===== src/rtl/mult_unit_if.sv =====
// rtl/mult_unit_if.sv - request/write-back bundle between the issue stage and mult_unit
interface mult_unit_if #(
    parameter int WIDTH = 32
);
    logic             start;
    logic             is_signed;
    logic             sel_hi;
    logic [WIDTH-1:0] operand_a;
    logic [WIDTH-1:0] operand_b;
    logic [4:0]       dest_reg;
    logic             busy;
    logic             done;
    logic [WIDTH-1:0] result_hi;
    logic [WIDTH-1:0] result_lo;
    logic             wb_en;
    logic [WIDTH-1:0] wb_data;
    logic [4:0]       wb_reg;

    modport master (
        output start, is_signed, sel_hi, operand_a, operand_b, dest_reg,
        input  busy, done, result_hi, result_lo, wb_en, wb_data, wb_reg
    );

    modport slave (
        input  start, is_signed, sel_hi, operand_a, operand_b, dest_reg,
        output busy, done, result_hi, result_lo, wb_en, wb_data, wb_reg
    );
endinterface


===== src/rtl/mult_unit.sv =====
// rtl/mult_unit.sv - iterative radix-2 shift-add multiplier with register write-back
module mult_unit #(
    parameter int WIDTH = 32
) (
    input logic        clk,
    input logic        rst_n,
    mult_unit_if.slave bus
);
    localparam int CW = $clog2(WIDTH);
    localparam logic [CW-1:0] LAST_STEP = CW'(WIDTH - 1);

    typedef enum logic [1:0] {
        IDLE = 2'd0,
        CALC = 2'd1,
        DONE = 2'd2
    } state_t;

    state_t               state_q, state_d;
    logic                 neg_q;
    logic                 sel_hi_q;
    logic [4:0]           wb_reg_q;
    logic [WIDTH-1:0]     mcand_q;
    logic [WIDTH-1:0]     mplier_q;
    logic [2*WIDTH-1:0]   acc_q;
    logic [CW-1:0]        cnt_q;
    logic [WIDTH-1:0]     res_hi_q;
    logic [WIDTH-1:0]     res_lo_q;

    logic [WIDTH-1:0]     a_mag;
    logic [WIDTH-1:0]     b_mag;
    logic [WIDTH:0]       upper_sum;
    logic [2*WIDTH-1:0]   acc_step;
    logic [2*WIDTH-1:0]   prod_final;

    // State register; reset aborts any operation in flight
    always_ff @(posedge clk or negedge rst_n) begin
        if (!rst_n) begin
            state_q <= IDLE;
        end else begin
            state_q <= state_d;
        end
    end

    // Next state: start only matters in IDLE, CALC runs a fixed WIDTH steps
    always_comb begin
        state_d = state_q;
        unique case (state_q)
            IDLE:    if (bus.start) state_d = CALC;
            CALC:    if (cnt_q == LAST_STEP) state_d = DONE;
            DONE:    state_d = IDLE;
            default: state_d = IDLE;
        endcase
    end

    // Operand magnitudes; the negation of the most negative value is its own
    // bit pattern, which read as unsigned is exactly the required magnitude
    always_comb begin
        a_mag = (bus.is_signed && bus.operand_a[WIDTH-1]) ? -bus.operand_a : bus.operand_a;
        b_mag = (bus.is_signed && bus.operand_b[WIDTH-1]) ? -bus.operand_b : bus.operand_b;
    end

    // One shift-add step; the carry out of the upper-half add shifts into the top bit
    always_comb begin
        upper_sum = {1'b0, acc_q[2*WIDTH-1:WIDTH]};
        if (mplier_q[0]) begin
            upper_sum = upper_sum + {1'b0, mcand_q};
        end
        acc_step   = {upper_sum, acc_q[WIDTH-1:1]};
        prod_final = neg_q ? -acc_step : acc_step;
    end

    // Operand capture, iteration datapath and result registers
    always_ff @(posedge clk or negedge rst_n) begin
        if (!rst_n) begin
            neg_q    <= 1'b0;
            sel_hi_q <= 1'b0;
            wb_reg_q <= '0;
            mcand_q  <= '0;
            mplier_q <= '0;
            acc_q    <= '0;
            cnt_q    <= '0;
            res_hi_q <= '0;
            res_lo_q <= '0;
        end else begin
            unique case (state_q)
                IDLE: begin
                    if (bus.start) begin
                        neg_q    <= bus.is_signed & (bus.operand_a[WIDTH-1] ^ bus.operand_b[WIDTH-1]);
                        sel_hi_q <= bus.sel_hi;
                        wb_reg_q <= bus.dest_reg;
                        mcand_q  <= a_mag;
                        mplier_q <= b_mag;
                        acc_q    <= '0;
                        cnt_q    <= '0;
                    end
                end
                CALC: begin
                    acc_q    <= acc_step;
                    mplier_q <= mplier_q >> 1;
                    cnt_q    <= cnt_q + 1'b1;
                    if (cnt_q == LAST_STEP) begin
                        res_hi_q <= prod_final[2*WIDTH-1:WIDTH];
                        res_lo_q <= prod_final[WIDTH-1:0];
                    end
                end
                default: ;
            endcase
        end
    end

    assign bus.busy      = (state_q != IDLE);
    assign bus.done      = (state_q == DONE);
    assign bus.wb_en     = (state_q == DONE);
    assign bus.result_hi = res_hi_q;
    assign bus.result_lo = res_lo_q;
    assign bus.wb_data   = sel_hi_q ? res_hi_q : res_lo_q;
    assign bus.wb_reg    = wb_reg_q;
endmodule


===== src/flat_wrapper.sv =====
// flat-port wrapper written by rule: the top's interface ports become plain ports
module mult_unit_flat 
#(
    parameter int WIDTH = 32
)
  (clk, rst_n, bus_start, bus_is_signed, bus_sel_hi, bus_operand_a, bus_operand_b, bus_dest_reg, bus_busy, bus_done, bus_result_hi, bus_result_lo, bus_wb_en, bus_wb_data, bus_wb_reg);
  mult_unit_if #(.WIDTH(WIDTH)) bus_i ();
  input logic clk;
  input logic rst_n;
  input wire logic [$bits(bus_i.start)-1:0] bus_start;
  input wire logic [$bits(bus_i.is_signed)-1:0] bus_is_signed;
  input wire logic [$bits(bus_i.sel_hi)-1:0] bus_sel_hi;
  input wire logic [$bits(bus_i.operand_a)-1:0] bus_operand_a;
  input wire logic [$bits(bus_i.operand_b)-1:0] bus_operand_b;
  input wire logic [$bits(bus_i.dest_reg)-1:0] bus_dest_reg;
  output wire logic [$bits(bus_i.busy)-1:0] bus_busy;
  output wire logic [$bits(bus_i.done)-1:0] bus_done;
  output wire logic [$bits(bus_i.result_hi)-1:0] bus_result_hi;
  output wire logic [$bits(bus_i.result_lo)-1:0] bus_result_lo;
  output wire logic [$bits(bus_i.wb_en)-1:0] bus_wb_en;
  output wire logic [$bits(bus_i.wb_data)-1:0] bus_wb_data;
  output wire logic [$bits(bus_i.wb_reg)-1:0] bus_wb_reg;
  assign bus_i.start = bus_start;
  assign bus_i.is_signed = bus_is_signed;
  assign bus_i.sel_hi = bus_sel_hi;
  assign bus_i.operand_a = bus_operand_a;
  assign bus_i.operand_b = bus_operand_b;
  assign bus_i.dest_reg = bus_dest_reg;
  assign bus_busy = bus_i.busy;
  assign bus_done = bus_i.done;
  assign bus_result_hi = bus_i.result_hi;
  assign bus_result_lo = bus_i.result_lo;
  assign bus_wb_en = bus_i.wb_en;
  assign bus_wb_data = bus_i.wb_data;
  assign bus_wb_reg = bus_i.wb_reg;
  mult_unit #(.WIDTH(WIDTH)) u_core (.clk(clk), .rst_n(rst_n), .bus(bus_i));
endmodule

===== config.mk =====
export PLATFORM = sky130hd
export DESIGN_NAME = mult_unit_flat
export DESIGN_NICKNAME = d
export VERILOG_FILES = /design/src/rtl/mult_unit_if.sv /design/src/rtl/mult_unit.sv /design/src/flat_wrapper.sv
export SDC_FILE = /design/constraint.sdc
export NUM_CORES = 1
export LEC_CHECK = 0
export BUFFER_PORTS_ARGS = -buffer_cell sky130_fd_sc_hd__buf_2
export CAP_MARGIN = 0
export CORE_AREA = 3 3 188 190
export CTS_BUF_LIST = sky130_fd_sc_hd__clkbuf_16
export CTS_CLUSTER_SIZE = 10
export DETAILED_ROUTE_END_ITERATION = 16
export DIE_AREA = 0 0 191 193
export SLEW_MARGIN = 10
export SYNTH_ARGS = -nofsm -noshare
export SYNTH_HDL_FRONTEND = slang
export SYNTH_SLANG_ARGS = --single-unit

===== constraint.sdc =====
create_clock -name clk -period 6.5 [get_ports clk]
set_input_delay 1.625 -clock clk [delete_from_list [all_inputs] [get_ports clk]]
set_output_delay 1.625 -clock clk [all_outputs]
set_load 0.02 [all_outputs]

Word level (Yosys, flattened, before mapping):

Cells that the tools add are included.

* add/sub/neg operators: 5
* bitwise operators: 2
* multiplexer cells: 14
* reduce and logical (&&, ||, !) cells: 9
* eq/ne operators: 5

Operators with widths (count)
* two-way mux 32 bit: 4
* two-way mux 64 bit: 2
* case mux 64 bit (2 select lines): 1
* negation 32 bit: 2
* negation 64 bit: 1
* case mux 32 bit (2 select lines): 1
* adder 32 x 32 -> 33 bit: 1
* two-way mux 33 bit: 1
* case mux 5 bit (2 select lines): 1
* AND reduction 2 bit: 4
* adder 5 x 1 -> 5 bit (second input constant): 1
* == test 5 bit (second input constant): 1
* two-way mux 5 bit: 1
* two-way mux 2 bit: 2
* case mux 2 bit (2 select lines): 1
* nonzero test 2 bit: 2
* == test 2 x 1 -> 1 bit (second input constant): 1
* == test 2 bit (second input constant): 1
* logical AND 1 bit: 2
* zero test 2 bit: 1
* != test 2 x 1 -> 1 bit (second input constant): 1
* != test 2 bit (second input constant): 1
* AND 1 bit: 1
* XOR 1 bit: 1

* output and inout port bits: 104
* bits in registers: 206
* input port bits: 74
* logic and storage cells: 45

Logic depth before layout (Yosys ltp):

Gate-level depths: netlist of run 1.

* word-level depth: 4
* mapped depth: 12
* gate-level depth less buffers: 12

Worst setup path after synthesis of run 1:

OpenSTA, ideal clock, no wires.

* kind: input to register
* start point: input port bus_operand_b[5]
* end point: register u_core.mplier_q[28]
* library setup time: 0.134 ns
* required time: 6.366 ns
* path buffers: 0
* arrival time: 4.101 ns
* stages on the path: 9
* setup slack: 2.265 ns
* path through: or3_1 > or4_1 > or3_1 > or4_1 > nor4_2 > and3b_1 > a21oi_1 > xnor2_1 > o21ai_0

* cells in the longest elaborated chain, start to end: 4

RTL lines
* from (decl): line flat_wrapper.sv:14 `input wire logic [$bits(bus_i.operand_b)-1:0] bus_operand_b;`
* negation 32 bit: line mult_unit.sv:59 `b_mag = (bus.is_signed && bus.operand_b[WIDTH-1]) ? -bus.operand_b : bus.operand_b;`
* two-way mux 32 bit: line mult_unit.sv:59
* two-way mux 32 bit: line mult_unit.sv:87 `if (bus.start) begin`
* case mux 32 bit (2 select lines): line mult_unit.sv:85 `unique case (state_q)`
* to (signal assigned): line mult_unit.sv:92 `mplier_q <= b_mag;`
* to (signal assigned): line mult_unit.sv:99 `mplier_q <= mplier_q >> 1;`
* to (decl): line mult_unit.sv:23 `logic [WIDTH-1:0] mplier_q;`

Every way passes these cells. The select of a mux whose other input is x is not followed.
A chain may end at the register's enable or synchronous reset.

Worst setup path after layout of run 1:

* start point: register u_core.mcand_q[0]
* end point: register u_core.res_hi_q[30] (netlist: u_core.bus.result_hi[30])

* cells in the longest elaborated chain, start to end: 4

RTL lines
* from (decl): line mult_unit.sv:22 `logic [WIDTH-1:0] mcand_q;`
* from (signal assigned): line mult_unit.sv:91 `mcand_q <= a_mag;`
* adder 32 x 32 -> 33 bit *: line mult_unit.sv:66 `upper_sum = upper_sum + {1'b0, mcand_q};`
* two-way mux 33 bit *: line mult_unit.sv:65 `if (mplier_q[0]) begin`
* negation 64 bit: line mult_unit.sv:69 `prod_final = neg_q ? -acc_step : acc_step;`
* two-way mux 64 bit *: line mult_unit.sv:69
* to (signal assigned): line mult_unit.sv:102 `res_hi_q <= prod_final[2*WIDTH-1:WIDTH];`
* to (decl): line mult_unit.sv:26 `logic [WIDTH-1:0] res_hi_q;`

Mark *: on every way between the ends. The rest lies on a longest branch, timed or not.

==> impl_results.md, run 1 <==
- Total track usage: 20.1%
- Vias in the first global route: 11400
- Post-Syn Instances: 1581
- Worst-skew pair later-pin latency: 0.53 ns
- F_max: 0.225 GHz
- Port Buffers: 177
- Fin nets: 1809
- Cell Area, Synth: 13500 sq um
- Status: completed
- R2r startpoint: u_core.mcand_q[0]
- Reg-to-Reg End: u_core.bus.result_hi[30]
- Hold Path End: u_core.bus.wb_reg[3]
- Max FFs per register: 63
- CTS H-tree lvls: 1
- Clock root buffer: clkbuf_16
- Fin. Hold Viols: 0
- Relative slew slack: 26.2%
- Power density cells: 571 nW/um^2
- Synth area leaders: dfrtp_1 38%, o21ai_0 8.3%, nand2_1 7.6%, xnor2_1 4.3%, xor2_1 3.8%
- RSZ-0062 raised after global routing: false
- Area share of the largest cell type after synthesis: 38.0%
- Worst EP required: 6.86 ns
- Mapped Nets: 1693
- Maximum vdd drop: 0.264 mV
- IO Count: 178
- Clock slew at reported path FFs: 0.06 ns
- Yosys reg bits: 205
- Crit end category: flop
- # setup viols final: 0
- Clock Tree Buf Depth: 3
- Global placement routability congestion: 0.869
- Grt ovf: 0
- Data arrival, critical path: 4.80 ns
- Initial DRC count: 765
- Die Wd: 191 microns
- Die height: 193 microns
- Final TNS setup: 0 ns
- CTS tree: built
- CP Launch Type: flop
- Register area share after synthesis: 38.0%
- Post_cts resized: 0
- Yosys cell types: 89
- Remaining DRCs: 0
- Hold WC Path Type: flop to flop
- Ant. Diodes: 0
- Max Cap Viol: 0
- Worst Skew: 0.0108 ns
- LEAKAGE: 6.58 nW
- DP HPWL: 27.4 mm
- Via density: 5.59
- Crit-path max FO: 5
- Hold Buf Count CTS: 0
- First-pass GRT wire length: 60.5 mm
- Filler cells: 3359
- Synth async-reset ratio: 100%
- Period minus WS final: 4.44 ns
- Starting density of the core: 40.1%
- Cts bufs inserted: 25
- Worst Path Class, Setup: flop to flop
- DRT Pass-1 Iters: 6
- Fin. max-slew vios: 0
- Least-Margin Pin Slew: 1.11 ns
- WL/cell: 17.6 microns
- Total via count in the routed design: 12000
- Warnings from Yosys: 0
- Antenna violations before repair: 0
- # Post-CTS Setup Buffers: 0
- Syn-to-layout area delta: 13.7%
- Register bank with the most flops: u_core.acc_q
- Post-synth EDFFs: 0
- Post-route ant nets: 0
- Post-Route WL: 37.8 mm
- Setup ws final: 2.06 ns
- Top FF cell, synth: dfrtp_1
- DIE AREA: 36900 sq um
- Hold path start: u_core.bus.wb_reg[3]
- Pre-CTS setup slack: 1.73 ns
- Core ar.: 33600 sq um
- Reg2Reg Depth: 12
- Standard-cell rows: 67
- Number of clock sinks: 205
- Largest net degree at the start of global routing: 163
- Largest area contributor in the netlist: dfrtp_1
- Hold depth: 2
- Layout cells sized above 1: 17.6%
- R2r setup slk: 2.06 ns
- Tcrit/Tclk final: 68.3%
- Syn Area/Cell: 8.53 sq um
[cell usage in the layout (no fill, tap or decap), types with 8 or more instances in the layout]
cell | synthesis | routed
xor2_1 | 58 | 58
nand4_1 | 19 | 19
nand2_1 | 274 | 272
mux2i_1 | 13 | 13
nor4_1 | 16 | 16
a211oi_1 | 9 | 9
mux2_2 | 36 | 36
o21ai_0 | 225 | 225
a211o_1 | 8 | 8
a22o_1 | 10 | 10
ha_1 | 37 | 37
o211ai_1 | 8 | 8
nor2b_1 | 11 | 10
buf_2 | 19 | 176
o21ai_1 | 21 | 21
buf_4 | 1 | 9
or3_1 | 15 | 15
a22oi_1 | 36 | 36
xnor2_1 | 66 | 66
a31oi_1 | 11 | 11
and2_1 | 13 | 12
and3_1 | 11 | 11
dfrtp_1 | 205 | 204
clkbuf_16 | 0 | 25
nand3_1 | 39 | 39
o31ai_1 | 20 | 20
nor2_1 | 64 | 63
nand2b_1 | 14 | 13
nor3_1 | 24 | 24
o41ai_1 | 8 | 8
a21oi_1 | 70 | 70
inv_1 | 25 | 30
[layer usage]
| layer | track usage [%] | up-vias | part of all wire, % |
|---|---|---|---|
| met5 | 0 | - | 0 |
| met4 | 5.67 | 0 | 2.7 |
| met3 | 2.50 | 51 | 4.2 |
| met2 | 34.8 | 266 | 48 |
| met1 | 26.6 | 5788 | 45 |
| li1 | - | 5932 | - |
[how the worst max path moves through the flow]
stage	startpoint	end	slack [ns]
floorplan	bus_operand_b[5]	u_core.mplier_q[28]	2.27
global placement	bus_operand_a[8]	u_core.mcand_q[28]	1.82
detailed placement	bus_operand_a[8]	u_core.mcand_q[28]	1.73
CTS	u_core.mcand_q[0]	u_core.bus.result_hi[24]	2.10
global route	u_core.mcand_q[0]	u_core.bus.result_hi[30]	1.67
finish	u_core.mcand_q[0]	u_core.bus.result_hi[30]	2.06
[per-stage QoR]
| step | instances | hold WS, ns | utilization (%) | area (sq um) | total power, mW |
|---|---|---|---|---|---|
| 5_1_grt | 2153 | 0.502 | 45.6 | 15300 | 9.50 |
| 4_1_cts | 2153 | 0.483 | 45.6 | 15300 | 8.82 |
| 2_1_floorplan | 1581 | 0.449 | - | 13500 | 6.10 |
| 6_report | 2153 | 0.476 | 45.6 | 15300 | 8.75 |
| 3_5_place_dp | 2118 | 0.467 | 43.6 | 14700 | 7.57 |
| 3_3_place_gp | 2118 | 0.455 | 43.6 | 14700 | 7.47 |
[final cells by class]
| class | count | area, sq um | area share (%) |
|---|---|---|---|
| Multi-Input combinational cell | 1252 | 7890 | 51.5 |
| Clock buffer | 25 | 626 | 4.08 |
| Sequential cell | 205 | 5130 | 33.5 |
| Timing Repair Buffer | 187 | 982 | 6.40 |
| Inverter | 26 | 97.6 | 0.636 |
| Tap cell | 448 | 561 | 3.65 |
| Clock inverter | 10 | 46.3 | 0.302 |
[worst max-delay path, stage by stage, from the launching register on]
cell and delay (ns):
dfrtp_1 0.42, ha_1 0.25, fa_1 0.47, a211oi_2 0.38, nor3_1 0.11, nor3b_1 0.46
nor4b_2 0.52, nand4_1 0.30, nor4b_2 0.45, nand4_1 0.32, o31ai_1 0.36, xor2_1 0.17
o21ai_1 0.07
[synth_stat cells, drive strengths merged, types with 4 or more instances]
library cell / instances
a211o: 8
a211oi: 13
a21o: 6
a21oi: 72
a22o: 10
a22oi: 36
a31oi: 12
and2: 13
and3: 11
and4: 6
buf: 25
clkbuf: 73
dfrtp: 205
ha: 37
inv: 26
mux2: 36
mux2i: 13
nand2: 274
nand2b: 14
nand3: 39
nand3b: 7
nand4: 21
nor2: 64
nor2b: 11
nor3: 27
nor3b: 4
nor4: 22
o2111ai: 4
o211ai: 9
o21a: 4
o21ai: 249
o31a: 4
o31ai: 20
o41ai: 9
or3: 17
or4: 8
xnor2: 66
xor2: 58
[power by group]
| group | leakage, nW | internal (mW) | switching, mW | total [mW] |
|---|---|---|---|---|
| Clock | 0.344 | 0.682 | 0.518 | 1.20 |
| Sequential | 2.42 | 1.86 | 0.587 | 2.45 |
| Combinational | 3.82 | 1.89 | 3.21 | 5.10 |
| Total | 6.58 | 4.43 | 4.32 | 8.75 |
[cells by family after synthesis]
kind of cell	after synthesis	synth area share [%]
XOR/XNOR	124	8.05
flip-flops	205	38.0
AO/OA/AOI/OAI	490	22.6
multiplexers	49	3.97
buffers and inverters	124	3.65
AND/OR/NAND/NOR	551	20.1
adder cells (fa/ha/maj)	38	3.58
(Power assumes the default switching activity.)
==> run 2: changes to the inputs <==
- clock period: 6.5 -> 4.4 ns (I/O delays scaled with it)
==> run 2 against run 1 <==
Against the previous run: cell count increased by 0.98%; register-to-register slack lost 1.8 ns; via count up 0.98%; maximum frequency increased by 7.2%; die area unchanged; combinational power rose by 52%; global-route usage rose by 0.50 points; critical endpoint is now u_core.bus.result_hi[24].
==> impl_results.md, run 2 (synthesis results as in run 1) <==
- Status: completed
- Crit-path leading delay family: compound AO/OA/AOI/OAI gates
- Crit-path cells: ha_1, fa_1, a211oi_2, o211a_2, mux2i_1, a31oi_2, nand4_1, nor4b_2, nand4_1, o31ai_1, xor2_1, o21ai_1
- Vias in the first global route: 11700 (+2.5%)
- CTS tree: built
- Register bank with the most flops: u_core.acc_q
- Core Util, Final: 46.1% (+0.48 points)
- Post-route ant nets: 0 (unchanged)
- RSZ-0062 raised after global routing: false
- Final design area excluding fillers: 15500 sq um (+1.1%)
- Layout cells sized above 1: 18.7% (+1.1 points)
- Die Wd: 191 microns (unchanged)
- Core ar.: 33600 sq um (unchanged)
- Final TNS setup: 0 ns (unchanged)
- Starting density of the core: 40.1% (unchanged)
- Crit end category: flop
- IO Count: 178 (unchanged)
- Placed cell count: 2140 (+1.0%)
- Period minus WS final: 4.14 ns (-0.297 ns)
- Worst path buffer plus inverter count: 0 (unchanged)
- Clock Tree Buf Depth: 3 (unchanged)
- Clock slew at reported path FFs: 0.06 ns (about the same)
- Port Buffers: 177 (unchanged)
- Initial DRC count: 671 (-12%)
- Worst Path Class, Setup: flop to flop
- Total via count in the routed design: 12200 (+0.98%)
- Syn-to-layout area delta: 14.9%
- LEAKAGE: 6.69 nW (+1.6%)
- Post-Route WL: 38.4 mm (+1.6%)
- Remaining DRCs: 0 (unchanged)
- Largest net degree at the start of global routing: 97 (-40%)
- Max FFs per register: 63 (unchanged)
- Antenna violations before repair: 0 (unchanged)
- Final hold slack: 0.472 ns (-0.00373 ns)
- Post-DP Area: 14800 sq um (+1.1%)
- CP Launch Type: flop
- Pwr Total: 13.2 mW (+50%)
- Total track usage: 20.6% (+0.50 points)
- Clock root buffer: clkbuf_16
- Max Cap Viol: 0 (unchanged)
- Cts bufs inserted: 25 (unchanged)
- Pre-CTS setup slack: 0.325 ns (-1.41 ns)
- First-pass GRT wire length: 61.8 mm (+2.3%)
- Die height: 193 microns (unchanged)
- WL/cell: 17.7 microns (+0.62%)
- Setup ws final: 0.260 ns (-1.80 ns)
- Hold WC Path Type: flop to flop
- Power density cells: 849 nW/um^2 (+49%)
- DP HPWL: 28.1 mm (+2.8%)
- DRT Pass-1 Iters: 5 (-1)
- # Post-CTS Setup Buffers: 0 (unchanged)
- Fin. max-slew vios: 0 (unchanged)
- Worst EP required: 4.79 ns (-2.07 ns)
- Least-Margin Pin Slew: 0.889 ns (-0.218 ns)
- Crit-path max FO: 7 (+2)
- Relative slew slack: 40.2% (+14 points)
- # setup viols final: 0 (unchanged)
- Fin nets: 1831 (+1.2%)
- Standard-cell rows: 67 (unchanged)
- Max incr delay on CP: 0.50 ns (-0.02 ns)
- Tcrit/Tclk final: 94.1% (+26 points)
- Most frequent cells in the layout: 272 x nand2_1, 225 x o21ai_0, 204 x dfrtp_1
- R2r setup slk: 0.26 ns (-1.80 ns)
- Maximum vdd drop: 0.417 mV (+58%)
- Final Non-Filler Cells: 2174 (+0.98%)
- Number of clock sinks: 205 (unchanged)
- DIE AREA: 36900 sq um (unchanged)
- Worst-skew pair later-pin latency: 0.53 ns (about the same)
- Grt ovf: 0 (unchanged)
- Hold Buf Count CTS: 0 (unchanged)
- Worst Skew: 0.0202 ns (+0.00943 ns)
- CP max stage cell: nor4b_2
- Global placement routability congestion: 0.914 (+5.2%)
- Fin. Hold Viols: 0 (unchanged)
- F_max: 0.242 GHz (+7.2%)
- Ant. Diodes: 0 (unchanged)
- Data arrival, critical path: 4.53 ns (-0.27 ns)
- Post_cts resized: 0 (unchanged)
- CTS H-tree lvls: 1 (unchanged)
- Most common cell after layout, fill and taps aside: nand2_1
- CP dominant cell by count: nand4_1
- Via density: 5.59 (about the same)
==> run 2: tightest hold or removal path, cell delays in order (launching register included) <==
cell and delay, ns:
dfrtp_1 0.34, nand2_1 0.05, nand2_1 0.05
==> run 2: path summary, 6_finish.rpt <==
kind                                            end  cells past startpoint            startpoint
max                        u_core.bus.result_hi[24]                     12      u_core.acc_q[32]
min in group asynchronous        u_core.mcand_q[24]                      1                 rst_n
min                            u_core.bus.wb_reg[4]                      2  u_core.bus.wb_reg[4]
min reg2reg                    u_core.bus.wb_reg[4]                      2  u_core.bus.wb_reg[4]
max reg2reg                u_core.bus.result_hi[24]                     12      u_core.acc_q[32]
max in group asynchronous   u_core.bus.result_lo[9]                      2                 rst_n
==> run 2: cell type report <==
| cell class | instances | area [sq um] |
|---|---|---|
| timing repair buffer | 209 | 1150 |
| clock buffer | 25 | 626 |
| inverter | 26 | 97.6 |
| fill | 3279 | 18100 |
| clock inverter | 9 | 43.8 |
| multi-input combinational | 1252 | 7890 |
| tap | 448 | 561 |
| sequential | 205 | 5130 |
==> run 2: power breakdown <==
| group | switching, mW | internal, mW | total [mW] |
|---|---|---|---|
| Sequential | 0.871 | 2.75 | 3.62 |
| Clock | 0.779 | 1.01 | 1.79 |
| Combinational | 4.79 | 2.96 | 7.75 |
| Total | 6.44 | 6.72 | 13.2 |
==> run 2: layer usage <==
metal,vias up,part of all wire (%),track usage [%]
li1,5976,-,-
met1,5800,45,27.5
met2,313,48,35.6
met3,66,4.3,2.24
met4,0,3.0,5.79
met5,-,0,0
